`src/rtl/fetch_unit.sv`:
```
// Instruction-fetch stage: captures the IP, runs the req/ack exchange with
// instruction memory and hands the registered word to decode under valid/ready.
module fetch_unit #(
    parameter int unsigned TIMEOUT_CYCLES = 16,
    parameter logic [31:0] NOP_WORD       = 32'h00000013
) (
    input  logic        CLK,
    input  logic        RESET_N,
    input  logic [31:0] IP,
    output logic        IP_TAKE,
    output logic        IMEM_REQ,
    output logic [31:0] IMEM_ADDR,
    input  logic        IMEM_ACK,
    input  logic [31:0] IMEM_RDATA,
    input  logic        FLUSH,
    output logic [31:0] INSTR,
    output logic [31:0] INSTR_PC,
    output logic [6:0]  OP,
    output logic        INSTR_VALID,
    input  logic        DEC_READY,
    output logic        FETCH_ERR
);

    typedef enum logic [2:0] {
        S_IDLE,
        S_REQ,
        S_DROP,
        S_HOLD,
        S_ERR
    } state_t;

    localparam logic [7:0] TIMEOUT_LAST = 8'(TIMEOUT_CYCLES - 1);

    state_t      state_q, state_d;
    logic [7:0]  cnt_q, cnt_d;
    logic        ip_take_q, ip_take_d;
    logic        imem_req_q, imem_req_d;
    logic [31:0] imem_addr_q, imem_addr_d;
    logic [31:0] instr_q, instr_d;
    logic [31:0] instr_pc_q, instr_pc_d;
    logic        instr_valid_q, instr_valid_d;
    logic        fetch_err_q, fetch_err_d;

    logic ip_aligned;
    logic timeout_hit;
    logic capture;
    logic waiting;

    assign ip_aligned  = (IP[1:0] == 2'b00);
    assign timeout_hit = (cnt_q == TIMEOUT_LAST);
    assign waiting     = (state_q == S_REQ) || (state_q == S_DROP);
    // A new IP is considered in IDLE every cycle, and in HOLD only when decode takes the word.
    assign capture     = (state_q == S_IDLE) ||
                         ((state_q == S_HOLD) && DEC_READY && !FLUSH);

    always_ff @(posedge CLK or negedge RESET_N) begin
        if (!RESET_N) begin
            state_q       <= S_IDLE;
            cnt_q         <= '0;
            ip_take_q     <= 1'b0;
            imem_req_q    <= 1'b0;
            imem_addr_q   <= '0;
            instr_q       <= NOP_WORD;
            instr_pc_q    <= '0;
            instr_valid_q <= 1'b0;
            fetch_err_q   <= 1'b0;
        end else begin
            state_q       <= state_d;
            cnt_q         <= cnt_d;
            ip_take_q     <= ip_take_d;
            imem_req_q    <= imem_req_d;
            imem_addr_q   <= imem_addr_d;
            instr_q       <= instr_d;
            instr_pc_q    <= instr_pc_d;
            instr_valid_q <= instr_valid_d;
            fetch_err_q   <= fetch_err_d;
        end
    end

    always_comb begin
        state_d = state_q;
        case (state_q)
            S_IDLE: state_d = ip_aligned ? S_REQ : S_ERR;
            S_REQ: begin
                if (IMEM_ACK)         state_d = FLUSH ? S_IDLE : S_HOLD;
                else if (FLUSH)       state_d = S_DROP;
                else if (timeout_hit) state_d = S_ERR;
            end
            // The bus transaction must complete; further flushes change nothing.
            S_DROP: begin
                if (IMEM_ACK)         state_d = S_IDLE;
                else if (timeout_hit) state_d = S_ERR;
            end
            S_HOLD: begin
                if (FLUSH)            state_d = S_IDLE;
                else if (DEC_READY)   state_d = ip_aligned ? S_REQ : S_ERR;
            end
            S_ERR:   state_d = S_ERR;
            default: state_d = S_IDLE;
        endcase
    end

    always_comb begin
        ip_take_d     = capture && ip_aligned;
        imem_req_d    = (state_d == S_REQ) || (state_d == S_DROP);
        imem_addr_d   = imem_addr_q;
        cnt_d         = cnt_q;
        instr_d       = instr_q;
        instr_pc_d    = instr_pc_q;
        instr_valid_d = instr_valid_q;
        fetch_err_d   = fetch_err_q || (state_d == S_ERR);

        if (capture && ip_aligned) begin
            imem_addr_d = IP;
            cnt_d       = '0;
        end else if (waiting && !IMEM_ACK) begin
            cnt_d = cnt_q + 8'd1;
        end

        if ((state_q == S_REQ) && IMEM_ACK && !FLUSH) begin
            instr_d       = IMEM_RDATA;
            instr_pc_d    = imem_addr_q;
            instr_valid_d = 1'b1;
        end else if ((state_q == S_HOLD) && (FLUSH || DEC_READY)) begin
            instr_d       = NOP_WORD;
            instr_valid_d = 1'b0;
        end
    end

    assign IP_TAKE     = ip_take_q;
    assign IMEM_REQ    = imem_req_q;
    assign IMEM_ADDR   = imem_addr_q;
    assign INSTR       = instr_q;
    assign INSTR_PC    = instr_pc_q;
    assign OP          = instr_q[6:0];
    assign INSTR_VALID = instr_valid_q;
    assign FETCH_ERR   = fetch_err_q;

endmodule

```
`config.mk`:
```
export PLATFORM = sky130hd
export DESIGN_NAME = fetch_unit
export DESIGN_NICKNAME = d
export VERILOG_FILES = /design/src/rtl/fetch_unit.sv
export SDC_FILE = /design/constraint.sdc
export NUM_CORES = 1
export LEC_CHECK = 0
export CORE_MARGIN = 5
export CORE_UTILIZATION = 39
export CTS_BUF_LIST = sky130_fd_sc_hd__clkbuf_8 sky130_fd_sc_hd__clkbuf_16
export CTS_CLUSTER_DIAMETER = 120
export CTS_CLUSTER_SIZE = 40
export DETAILED_ROUTE_END_ITERATION = 12
export PLACE_DENSITY = 0.79
export SETUP_SLACK_MARGIN = 0.15
export SKIP_LAST_GASP = 1
export SYNTH_ARGS = -nofsm -noshare
export SYNTH_HDL_FRONTEND = slang
export SYNTH_SLANG_ARGS = --single-unit
```
`constraint.sdc`:
```
create_clock -name CLK -period 1.6 [get_ports CLK]
set_input_delay 0.32 -clock CLK [delete_from_list [all_inputs] [get_ports CLK]]
set_output_delay 0.32 -clock CLK [all_outputs]
set_load 0.02 [all_outputs]
```
==> metrics.cfg <==
[yosys]
synth.area.top_cells = dfrtp_1, nand2_1, mux2_2, a22o_1, dfstp_2
synth_ff_type = dfrtp_1
synth_fp_nets = 448
netlist_instances = 378
synth_area_leader_cell = dfrtp_1
synth-seq-area-share = 0.6244
synth-async-reset-ratio = 1.000
yosys_register_bits = 111
synth_edf_count = 0
yosysWarnings = 0
synth_top_area_frac = 0.6067
avgSynthCellArea_um2 = 11.78
netlist_area_um2 = 4454
ys_types = 44

[worst_hold_path]
min_path_type = input port to asynchronous set/reset pin

[global_route]
grt_pass1_wl_mm = 22.14
grt_usage = 0.2134
antenna_found_initial = 0
first_global_vias = 4035
grt_max_degree = 42
grt-ovfl-total = 0

[pwr]
leakage_nw = 4.006
p_per_area_nw_per_um2 = 800.6
total_power_mw = 6.218
ir_worst_vdd_uv = 708.7

[cts]
clock_path_buffers = 2
root_buffer = clkbuf_16
h-tree-depth = 3
clkSinkCount = 111
cts.reportedPaths.clkPinSlew_ns = 0.07
worstSkewPairLatency_ns = 0.35
numCtsBuffers = 9
cts_tree = built

[setup_path]
crit_required_ns = 1.83
critPathKind = flip-flop to flip-flop
r2r-start = state_q[2]
critPathMaxFanout = 7
r2r_setup_slack_ns = -0.17
cp-start-kind = flip-flop
cp_slowest_cell = dfrtp_1
arrival_ns = 2.01
cpPeakStageDelay_ns = 0.37
crit_chain = or3_4 > or2_4 > inv_8 > buf_12 > buf_16 > mux2_4
startpoint = state_q[2]
cp-endpoint = IMEM_ADDR[11]
setup.worst_path.end_class = flip-flop
worstRegToRegCells = 6
r2r_end = IMEM_ADDR[11]

[timing]
rsz0062_at_grt = true
hold-worst-slack_ns = 0.3973
fmax_mhz = 563.6
finalSetupViolations = 83
finalCritPeriodShare = 1.109
relSlewSlack = 0.7838
fin_ws_ns = -0.1743
final_hold_viol_count = 0
tns_ns = -5.729
skew_ns = 0.008916
period_needed_ns = 1.774
final_max_slew_viol_count = 0
worst_pin_slew_ns = 0.3235

[status]
status = complete, but fails checks
violations = setup timing

[layout]
final_common_cell = dfrtp_1
fin_nets = 675
most-common-layout-cells = dfrtp_1, dlygate4sd2_1, nand2_1, clkdlybuf4s50_1, mux2_4
area_growth_pct = 74.35
drive_gt1_frac = 0.2956
stdcell_count = 752
antenna_cells = 0
nFillCells = 789

[drt]
ant_nets = 0
firstDrtPassIters = 4
wl_met3_mm = 1.067
drc = 0
viasPerCell = 5.113
drt-met1-wl_mm = 6.035
drt_iter0_markers = 284
met2_length_mm = 7.630
wl_per_cell_um = 20.00
highest_layer = met4
routed_wl_mm = 15.04
vias = 3845

[floorplan]
core_um2 = 11320
row_count = 39
die-width_um = 116.9
start_util = 0.3935
die_h_um = 116.9
die_area_um2 = 13660
boundaryPins = 176

[run]
drv_cap = 0

[placement]
pre_cts_slack_ns = -0.5951
dp_cells = 698
dp.final_hpwl_mm = 8.876
port_buffers = 175
place_congestion = 0.8589

-- flip-flops by register name, summed over array words and instances (netlist names) --
signal / count
INSTR: 32
cnt_q: 8
INSTR_VALID: 1
IMEM_ADDR: 32
IMEM_REQ: 1
IP_TAKE: 1
state_q: 3
FETCH_ERR: 1
INSTR_PC: 32
-- per-layer routing --
metal,global-route usage,up-vias
li1,-,1735
met1,0.2729,1936
met2,0.3603,150
met3,0.04781,24
met4,0.07110,0
met5,0,-
-- where the power goes --
group | internal [mW] | switching [mW]
logic | 0.550 | 0.489
clock network | 1.08 | 0.968
registers | 2.98 | 0.148
-- cell type report --
type	count	area, um^2	area share
flip-flops and latches	111	2781	0.3581
clock buffers	10	239.0	0.03077
clock inverters	5	27.53	0.003544
well taps	143	178.9	0.02304
multi-input cells	233	1828	0.2354
repair buffers	243	2678	0.3448
inverters	7	33.78	0.004350
-- critical path, delay by kind of cell (launching register included) --
family        cells  cell delay (ns)
simple gates      2             0.64
flops             1             0.37
mux               1             0.30
buf+inv           3             0.33
-- per-stage QoR --
step	cell area (um^2)	util
5_1_grt	7766	0.6860
3_3_place_gp	6553	0.5788
2_1_floorplan	4526	-
6_report	7766	0.6860
3_5_place_dp	6553	0.5788
4_1_cts	7491	0.6617
-- synthesized netlist by cell type (2+ instances only) --
cell type,n
a21oi_1,5
a22o_1,29
a32oi_1,2
and2_1,2
buf_12,2
buf_2,12
buf_4,8
buf_6,2
clkbuf_1,3
dfrtp_1,108
dfstp_2,3
inv_1,6
mux2_2,29
nand2_1,100
nand2b_1,3
nand3_1,2
nor2_1,16
nor2b_1,2
nor3_1,2
nor3b_1,2
nor4_1,3
o21ai_0,7
or3_1,2
xnor2_1,8
-- how the worst min path moves through the flow --
| stage | to | cells past startpoint |
|---|---|---|
| after floorplan | FETCH_ERR | 0 |
| after global placement | INSTR_PC[11] | 1 |
| after detailed placement | INSTR_PC[11] | 1 |
| after CTS | INSTR_PC[12] | 2 |
| after global routing | IMEM_ADDR[11] | 2 |
| final | INSTR_PC[11] | 2 |
-- logic make-up after synthesis --
| logic type | Yosys count | share of synthesized area |
|---|---|---|
| XOR/XNOR | 9 | 0.01770 |
| AND/OR/NAND/NOR | 142 | 0.1371 |
| AO/OA/AOI/OAI | 51 | 0.09129 |
| flip-flops | 111 | 0.6244 |
| multiplexers | 30 | 0.07668 |
| buffers and inverters | 34 | 0.05000 |
| adder cells (fa/ha/maj) | 1 | 0.002809 |
-- repair_timing --
item / 4_1_cts / 5_1_grt
gates cloned: 13 / 6
gates resized for setup: 226 / 42
setup buffers: 15 / 4
hold buffers: 1 / 0
endpoints found under the hold margin: 13 / 0
endpoints found under the setup margin: 215 / 124
pin swaps: 39 / 20
(Power assumes the default switching activity.)
